### src/rtl/wb_arb_pkg.sv
// Shared types and defaults for the register-file writeback port arbiter.
package wb_arb_pkg;

    // Register written by link (JAL/JALR) instructions
    localparam int unsigned LINK_REG_DEF = 31;

    // Source of the registered register-file write
    typedef enum logic [1:0] {
        WB_NONE = 2'b00,
        WB_PIPE = 2'b01,
        WB_MDU  = 2'b10
    } wb_src_t;

    // Arbiter state: NORMAL arbitration, or a single forced MDU cycle
    typedef enum logic {
        NORMAL = 1'b0,
        FORCE  = 1'b1
    } arb_state_t;

endpackage

### src/rtl/wb_hold_slot.sv
// Single-entry buffer for an MDU result waiting for the register-file write port.
// Results aimed at register 0 are accepted and discarded.
module wb_hold_slot #(
    parameter int unsigned DATA_W = 32,
    parameter int unsigned ADDR_W = 5
) (
    input  logic              Clk,
    input  logic              Rst,
    input  logic              in_valid,
    input  logic [ADDR_W-1:0] in_rd,
    input  logic [DATA_W-1:0] in_data,
    input  logic              clr,
    output logic              ready,
    output logic              hold_v,
    output logic [ADDR_W-1:0] hold_rd,
    output logic [DATA_W-1:0] hold_data
);

    // Accepting only while empty keeps clear and load mutually exclusive
    assign ready = !hold_v && !Rst;

    // Slot storage: clear on grant, load on accept of a non-zero destination
    always_ff @(posedge Clk) begin
        if (Rst) begin
            hold_v    <= 1'b0;
            hold_rd   <= '0;
            hold_data <= '0;
        end else if (clr) begin
            hold_v    <= 1'b0;
        end else if (in_valid && ready && (in_rd != '0)) begin
            hold_v    <= 1'b1;
            hold_rd   <= in_rd;
            hold_data <= in_data;
        end
    end

endmodule

### src/rtl/wb_port_arbiter.sv
// Arbitrates the single register-file write port between the MEM/WB stream and
// the buffered MDU result, forcing a one-cycle pipeline stall when the MDU
// result has been denied too long.
// Optional: define WB_STATS_EN to add stall_cnt / mdu_wr_cnt statistics outputs.
module wb_port_arbiter
    import wb_arb_pkg::*;
#(
    parameter int unsigned DATA_W       = 32,
    parameter int unsigned ADDR_W       = 5,
    parameter int unsigned LINK_REG     = LINK_REG_DEF,
    parameter int unsigned STARVE_LIMIT = 4
) (
    input  logic              Clk,
    input  logic              Rst,
    input  logic              pipe_valid,
    input  logic              pipe_regwrite,
    input  logic              pipe_memtoreg,
    input  logic              pipe_link,
    input  logic [DATA_W-1:0] pipe_rdata,
    input  logic [DATA_W-1:0] pipe_alu,
    input  logic [DATA_W-1:0] pipe_pcadd,
    input  logic [ADDR_W-1:0] pipe_rd,
    output logic              pipe_stall,
    input  logic              mdu_valid,
    output logic              mdu_ready,
    input  logic [ADDR_W-1:0] mdu_rd,
    input  logic [DATA_W-1:0] mdu_data,
    output logic              rf_we,
    output logic [ADDR_W-1:0] rf_waddr,
    output logic [DATA_W-1:0] rf_wdata,
    output logic [1:0]        wb_src
`ifdef WB_STATS_EN
    ,
    output logic [31:0]       stall_cnt,
    output logic [31:0]       mdu_wr_cnt
`endif
);

    localparam int unsigned    CNT_W   = $clog2(STARVE_LIMIT + 1);
    localparam logic [CNT_W-1:0] CNT_MAX = CNT_W'(STARVE_LIMIT);

    arb_state_t        state_q, state_d;
    logic [CNT_W-1:0]  starve_q, starve_d;
    logic              grant_pipe, grant_hold;
    wb_src_t           src_d;

    logic              preq;
    logic [ADDR_W-1:0] pipe_waddr;
    logic [DATA_W-1:0] pipe_wdata;

    logic              hold_v;
    logic [ADDR_W-1:0] hold_rd;
    logic [DATA_W-1:0] hold_data;

    // Pipeline write request: link overrides both address and data
    always_comb begin
        pipe_waddr = pipe_link ? ADDR_W'(LINK_REG) : pipe_rd;
        pipe_wdata = pipe_link ? pipe_pcadd : (pipe_memtoreg ? pipe_rdata : pipe_alu);
        preq       = pipe_valid && pipe_regwrite && (pipe_waddr != '0);
    end

    wb_hold_slot #(
        .DATA_W (DATA_W),
        .ADDR_W (ADDR_W)
    ) u_hold_slot (
        .Clk       (Clk),
        .Rst       (Rst),
        .in_valid  (mdu_valid),
        .in_rd     (mdu_rd),
        .in_data   (mdu_data),
        .clr       (grant_hold),
        .ready     (mdu_ready),
        .hold_v    (hold_v),
        .hold_rd   (hold_rd),
        .hold_data (hold_data)
    );

    // State and starvation counter registers
    always_ff @(posedge Clk) begin
        if (Rst) begin
            state_q  <= NORMAL;
            starve_q <= '0;
        end else begin
            state_q  <= state_d;
            starve_q <= starve_d;
        end
    end

    // Grant selection, starvation tracking and next state
    always_comb begin
        state_d    = state_q;
        starve_d   = starve_q;
        grant_pipe = 1'b0;
        grant_hold = 1'b0;
        src_d      = WB_NONE;
        case (state_q)
            NORMAL: begin
                if (preq) begin
                    grant_pipe = 1'b1;
                end else if (hold_v) begin
                    grant_hold = 1'b1;
                end
                if (hold_v && !grant_hold) begin
                    if (starve_q != CNT_MAX) begin
                        starve_d = starve_q + CNT_W'(1);
                    end
                    if (starve_d == CNT_MAX) begin
                        state_d = FORCE;
                    end
                end else begin
                    starve_d = '0;
                end
            end
            FORCE: begin
                // Pipe is frozen by the stall and re-presents next cycle
                grant_hold = hold_v;
                starve_d   = '0;
                state_d    = NORMAL;
            end
            default: begin
                state_d = NORMAL;
            end
        endcase
        if (grant_pipe) begin
            src_d = WB_PIPE;
        end else if (grant_hold) begin
            src_d = WB_MDU;
        end
    end

    assign pipe_stall = (state_q == FORCE);

    // Registered write port; address and data hold when nothing is granted
    always_ff @(posedge Clk) begin
        if (Rst) begin
            rf_we    <= 1'b0;
            rf_waddr <= '0;
            rf_wdata <= '0;
            wb_src   <= WB_NONE;
        end else begin
            rf_we  <= grant_pipe || grant_hold;
            wb_src <= src_d;
            if (grant_pipe) begin
                rf_waddr <= pipe_waddr;
                rf_wdata <= pipe_wdata;
            end else if (grant_hold) begin
                rf_waddr <= hold_rd;
                rf_wdata <= hold_data;
            end
        end
    end

`ifdef WB_STATS_EN
    // Saturating counters of forced-stall cycles and MDU writes
    always_ff @(posedge Clk) begin
        if (Rst) begin
            stall_cnt  <= '0;
            mdu_wr_cnt <= '0;
        end else begin
            if ((state_q == FORCE) && (stall_cnt != '1)) begin
                stall_cnt <= stall_cnt + 32'd1;
            end
            if (grant_hold && (mdu_wr_cnt != '1)) begin
                mdu_wr_cnt <= mdu_wr_cnt + 32'd1;
            end
        end
    end
`endif

endmodule

### config.mk
export PLATFORM = sky130hd
export DESIGN_NAME = wb_port_arbiter
export DESIGN_NICKNAME = d
export VERILOG_FILES = /design/src/rtl/wb_arb_pkg.sv /design/src/rtl/wb_hold_slot.sv /design/src/rtl/wb_port_arbiter.sv
export SDC_FILE = /design/constraint.sdc
export NUM_CORES = 1
export LEC_CHECK = 0
export ABC_AREA = 1
export CAP_MARGIN = 20
export CORE_MARGIN = 3
export CORE_UTILIZATION = 45
export CTS_CLUSTER_DIAMETER = 30
export DETAILED_ROUTE_END_ITERATION = 10
export PLACE_DENSITY = 0.88
export SLEW_MARGIN = 20
export SYNTH_ARGS = -nofsm -noshare
export SYNTH_HDL_FRONTEND = slang
export SYNTH_SLANG_ARGS = --single-unit
### constraint.sdc
create_clock -name Clk -period 3 [get_ports Clk]
set_input_delay 0.6 -clock Clk [delete_from_list [all_inputs] [get_ports Clk]]
set_output_delay 0.6 -clock Clk [all_outputs]
set_load 0.01 [all_outputs]
==> flow_summary.yaml, run 1 <==
status:
  status: "completed"
route:
  wl_per_cell_um: 14.9
  vias: 4744
  avgViaCountPerCell: 5.10
  dr.first_iter.drc_count: 256
  final_antenna_net_count: 0
  finalWirelength_mm: 13.9
  first_pass_iters: 5
  drc_errors: 0
floorplanning:
  pin_count: 187
  rows: 34
  core_mm2: 0.00893
  die_x_um: 103
  start_util_pct: 47.2
  dieArea_mm2: 0.0106
  die_h_um: 103
pwr:
  pwr-share-comb_pct: 23.2
  swShare_pct: 26.9
  p_int_mw: 1.91
  leakage_nw: 2.88
  p_per_area_mw_per_mm2: 417
  power.switching_mw: 0.702
  seq_power_share_pct: 45.9
  ir_drop_mv: 0.233
  pwr-share-clk_pct: 30.9
timing:
  worst_slew_pin_slew_ps: 689
  slew_viol_final: 0
  rsz0062_at_grt: "false"
  finalCritPeriodShare_pct: 85.3
  fin_crit_ps: 2560
  hold_viol: 0
  setup-tns-final_ps: 0
  setup_viol: 0
  fmax_mhz: 391
  slew_headroom_pct: 54.0
  hold_ws_ps: 459
  skew_ps: 7.69
synthesis:
  async_flop_share_pct: 0
  synth_area_per_cell_um2: 6.44
  ys.flop_type: "dfxtp_1"
  ys_ff_latch: 82
  yosys.area.top_type_share_pct: 38.9
  synth_top_area_cell: "dfxtp_1"
  synthDistinctLibCells: 27
  synthesis.area_mm2: 0.00422
  yosysSeqAreaShare_pct: 38.9
  synth_cells: 655
  ys_top_cells_by_area: "dfxtp_1, nand2_1, nand3_1"
  synth_edf_count: 0
  yosys_warnings: 0
  syn_nets: 802
cells_and_area:
  antenna_cells: 0
  stdcell_count: 931
  syn_to_final_growth_pct: 48.3
  n_fill_cell: 736
  drive_above_1_share_pct: 5.59
  nets: 965
critical_path:
  crit_path_end_kind: "output port"
  cp_num_buf_inv: 2
  critPathTopFamily: "buffers and inverters"
  crit_chain: "clkdlybuf4s50_1, nor2_1, clkdlybuf4s50_1"
  crit_type: "primary input to output port"
  cp_slowest_cell: "clkdlybuf4s50_1"
  worstPathArrival_ps: 1960
  cp.required_ps: 2400
  critPathLaunchType: "primary input"
  crit_fanout: 6
  path_common_cell: "clkdlybuf4s50_1"
  max_stage_delay_ps: 580
global_route:
  grt_first_pass_wirelength_mm: 21.0
  overflow: 0
  grt_max_degree: 50
  grt_pass1_vias: 4441
  antenna_found_initial: 0
  grtUsageTotal_pct: 25.3
clocking:
  post_cts_buffers: 0
  htreeDepth: 3
  hold_buffers: 0
  cts_resized: 0
  cts_tree: "yes"
  clock_latency_ps: 340
  clock_sinks: 82
  numCtsBuffers: 9
  path_clk_slew_ps: 80
  clockRootBuffer: "clkbuf_8"
  cts_max_path_buffers: 2
place:
  dp_hpwl_mm: 10.3
  gp_congestion: 0.881
  io_buffer_count: 186
  post-place-cells: 915
run:
  maxCapViolCount: 0
worst_hold_path:
  hold_path_class: "flip-flop to flip-flop"
## kinds of logic after synthesis
kind of cell | count (synthesis) | synth area share, %
buf+inv | 112 | 12.2
simple gates | 389 | 39.7
flops | 82 | 38.9
compound gates | 68 | 8.15
xor+xnor | 2 | 0.415
fa+ha+maj | 2 | 0.593
## worst paths after layout
check | start | to | slack [ps] | depth (start not counted)
max reg2reg | pipe_stall | rf_wdata[6] | 1260 | 9
min | u_hold_slot.hold_rd[2] | rf_waddr[2] | 460 | 2
min reg2reg | u_hold_slot.hold_rd[2] | rf_waddr[2] | 460 | 2
max | Rst | mdu_ready | 440 | 3
## sequential cells by signal, indices dropped and copies added, names as in the netlist
| name | flops |
|---|---|
| rf_wdata | 32 |
| u_hold_slot.hold_v | 1 |
| u_hold_slot.hold_rd | 5 |
| wb_src | 2 |
| pipe_stall | 1 |
| starve_q | 3 |
| rf_waddr | 5 |
| rf_we | 1 |
| u_hold_slot.hold_data | 32 |
## area by class of cell
cell class,instances,area [µm²],area share (%)
clock buffer,11,151,2.42
clock inverter,5,52.6,0.840
inverter,66,249,3.98
multi-input combinational,461,2060,33.0
sequential,82,1640,26.2
tap,108,135,2.16
timing repair buffer,198,1960,31.4
## cells in the mapped netlist (2+ instances only)
master,n
nand2_1,178
nand3_1,98
inv_2,2
nand4_1,14
nor2_1,84
o21ai_0,42
a21oi_1,24
inv_1,62
buf_2,11
dfxtp_1,82
buf_4,3
buf_6,7
ha_1,2
clkbuf_1,16
buf_1,8
nor2_4,2
nor2_2,10
## placed cells by master (no fill, tap or decap)
cell type	synthesis	routed
nand4_1	14	14
clkdlybuf4s50_1	0	186
nand2_1	178	178
xor2_1	1	1
ha_1	2	2
nand3_1	98	98
a21oi_1	24	24
inv_1	62	62
nor2_2	10	10
nand2_4	1	1
xnor2_1	1	1
dfxtp_1	82	82
nor2_4	2	2
nor3b_2	1	1
clkinv_1	1	1
clkbuf_8	0	11
clkinvlp_4	0	1
buf_12	1	1
nor2_1	84	84
o211ai_1	1	1
a31oi_1	1	1
o21ai_0	42	42
nand2_2	1	1
bufinv_16	0	1
inv_2	2	2
buf_4	3	11
clkinv_2	1	4
## routing by layer
layer  wire [µm]  up-vias  track usage (%)
met5           0        -                0
met4         244        0             7.07
met3        1160       21             5.62
met2        6840      186             45.3
met1        5610     2145             30.5
li1            -     2392                -
## stage by stage
stage	power (mW)	utilization, %	worst slack [ps]	cell area, µm²
after global routing	2.75	70.0	387	6260
after floorplan	1.50	-	1420	4220
after detailed placement	1.83	67.8	447	6050
after CTS	2.63	70.0	446	6260
after global placement	1.81	67.8	460	6050
final	2.61	70.0	440	6260
## power by group through the flow
stage                     combinational, mW  sequential, mW  clock (mW)
after global placement                0.589            1.22           0
after global routing                  0.663            1.21       0.877
final                                 0.605            1.20       0.808
after CTS                             0.607            1.20       0.822
after floorplan                       0.271            1.23           0
after detailed placement              0.602            1.22           0
## worst register-to-register path: cells and delay by family, from the launching register on
kind          cells  cell delay (ps)
simple gates      6              720
buf+inv           3              660
flops             1              310
Note: power is estimated with default switching activity, not from simulation.
==> run 2: changes to the inputs <==
--- a/config.mk
+++ b/config.mk
@@ -8,10 +8,11 @@
 export ABC_AREA = 1
 export CAP_MARGIN = 20
 export CORE_MARGIN = 3
-export CORE_UTILIZATION = 45
+export CORE_UTILIZATION = 25
 export CTS_CLUSTER_DIAMETER = 30
 export DETAILED_ROUTE_END_ITERATION = 10
-export PLACE_DENSITY = 0.88
+export PLACE_DENSITY = 0.55
+export SKIP_LAST_GASP = 1
 export SLEW_MARGIN = 20
 export SYNTH_ARGS = -nofsm -noshare
 export SYNTH_HDL_FRONTEND = slang
==> run 2 against run 1 <==
Net effect: wire length grew 11%; combinational power grew 1%; final cell count grew 12%.
==> flow_summary.yaml, run 2 (synthesized netlist as in run 1, its figures left out) <==
clocking:
  path_clk_slew_ps: 60
  cts_tree: "yes"
  cts_resized: 0
  cts_max_path_buffers: 2
  htreeDepth: 3
  post_cts_buffers: 0
  clock_latency_ps: 330
  clock_sinks: 82
  hold_buffers: 0
  clockRootBuffer: "clkbuf_16"
  numCtsBuffers: 9
critical_path:
  worstPathArrival_ps: 1780
  reg2reg_slack_ps: 1390
  reg2regPathDepth: 10
  rr_startpoint: "pipe_stall"
  crit_fanout: 3
  r2r_end: "rf_wdata[0]"
  critPathLaunchType: "primary input"
  crit_type: "primary input to output port"
  cp.required_ps: 2400
  crit_path_end_kind: "output port"
route:
  final_antenna_net_count: 0
  wl_per_cell_um: 14.7
  drc_errors: 0
  finalWirelength_mm: 15.4
  avgViaCountPerCell: 4.34
  dr.first_iter.drc_count: 306
  first_pass_iters: 5
  vias: 4531
cells_and_area:
  nets: 970
  fin_area_mm2: 0.00659
  largestRegisters: "rf_wdata x32, u_hold_slot.hold_data x32"
  antenna_cells: 0
  mostFrequentLayoutCells: "clkdlybuf4s50_1, nand2_1, nand3_1"
  drive_above_1_share_pct: 6.04
  n_fill_cell: 1703
  syn_to_final_growth_pct: 56.2
  final_common_cell: "clkdlybuf4s50_1"
pwr:
  leakage_nw: 2.97
  ir_drop_mv: 0.224
  power_mw: 3.17
  p_per_area_mw_per_mm2: 481
timing:
  hold_ws_ps: 458
  setup_viol: 0
  rsz0062_at_grt: "false"
  hold_viol: 0
  worst_slew_pin_slew_ps: 729
  setup-tns-final_ps: 0
  slew_viol_final: 0
  fin_crit_ps: 2380
  finalCritPeriodShare_pct: 79.3
  slew_headroom_pct: 51.3
  skew_ps: 3.89
  fmax_mhz: 420
floorplanning:
  dieArea_mm2: 0.0185
  core_mm2: 0.0162
  die_x_um: 136
  pin_count: 187
  die_h_um: 136
  start_util_pct: 26.1
  rows: 46
place:
  dpl_cell_area_mm2: 0.00623
  gp_congestion: 0.760
  io_buffer_count: 186
  dp_hpwl_mm: 11.3
worst_hold_path:
  min-delay-start: "u_hold_slot.hold_data[26]"
  whs_path_depth: 2
  hold_path_class: "flip-flop to flip-flop"
  holdPathEnd: "rf_wdata[26]"
global_route:
  grt_use_met1_pct: 22.3
  grt-busiest-layer: "met2"
  grtUsageMet2_pct: 26.3
  use_met3_pct: 3.44
  grt_max_degree: 49
  grt_first_pass_wirelength_mm: 24.0
  grtUsageTotal_pct: 16.4
  grt_pass1_vias: 4485
  antenna_found_initial: 1
  overflow: 0
run:
  maxCapViolCount: 0
status:
  status: "completed"
==> run 2: cell count changes in the layout (fill, tap and decap cells not counted) <==
cell        previous run  this run
bufinv_16              1         4
buf_4                 11        16
clkbuf_1               0         1
clkinvlp_4             1         0
clkbuf_16              0         9
clkinv_2               4         2
clkbuf_8              11         1
==> run 2: critical path, stage by stage <==
cell and delay, ps:
clkdlybuf4s50_1 460, nor2_1 160, clkdlybuf4s50_1 560
==> run 2: how the worst max path moves through the flow <==
stage,startpoint,to,cells after the start
2_1_floorplan,pipe_memtoreg,rf_wdata[27],10
3_3_place_gp,pipe_link,rf_wdata[18],9
3_5_place_dp,pipe_link,rf_wdata[0],9
4_1_cts,Rst,mdu_ready,3
5_1_grt,Rst,mdu_ready,3
6_report,Rst,mdu_ready,3
==> run 2: cell type report <==
type	count	area [µm²]	area share (%)
clock inverter	5	125	1.90
clock buffer	11	243	3.68
sequential	82	1640	24.9
tap	216	270	4.10
multi-input combinational	461	2060	31.3
inverter	66	249	3.78
timing repair buffer	203	2000	30.4
==> run 2: metal layers <==
metal / wire [µm] / up-vias
met1: 7300 / 1978
met5: 13 / -
met2: 6890 / 135
met4: 126 / 2
met3: 1060 / 10
li1: - / 2406
==> run 2: metrics by stage <==
stage	instances	worst slack (ps)	utilization [%]
final	1044	621	40.8
after global routing	1044	576	40.8
after CTS	1044	612	40.8
after detailed placement	1028	461	38.5
after global placement	1028	437	38.5
after floorplan	655	1420	-
==> run 2: power by group <==
part           internal [mW]  switching [mW]  total, mW  leakage, nW
clock                  0.920           0.437       1.36        0.180
combinational          0.329           0.284      0.613         2.12
sequential              1.16          0.0401       1.20        0.673
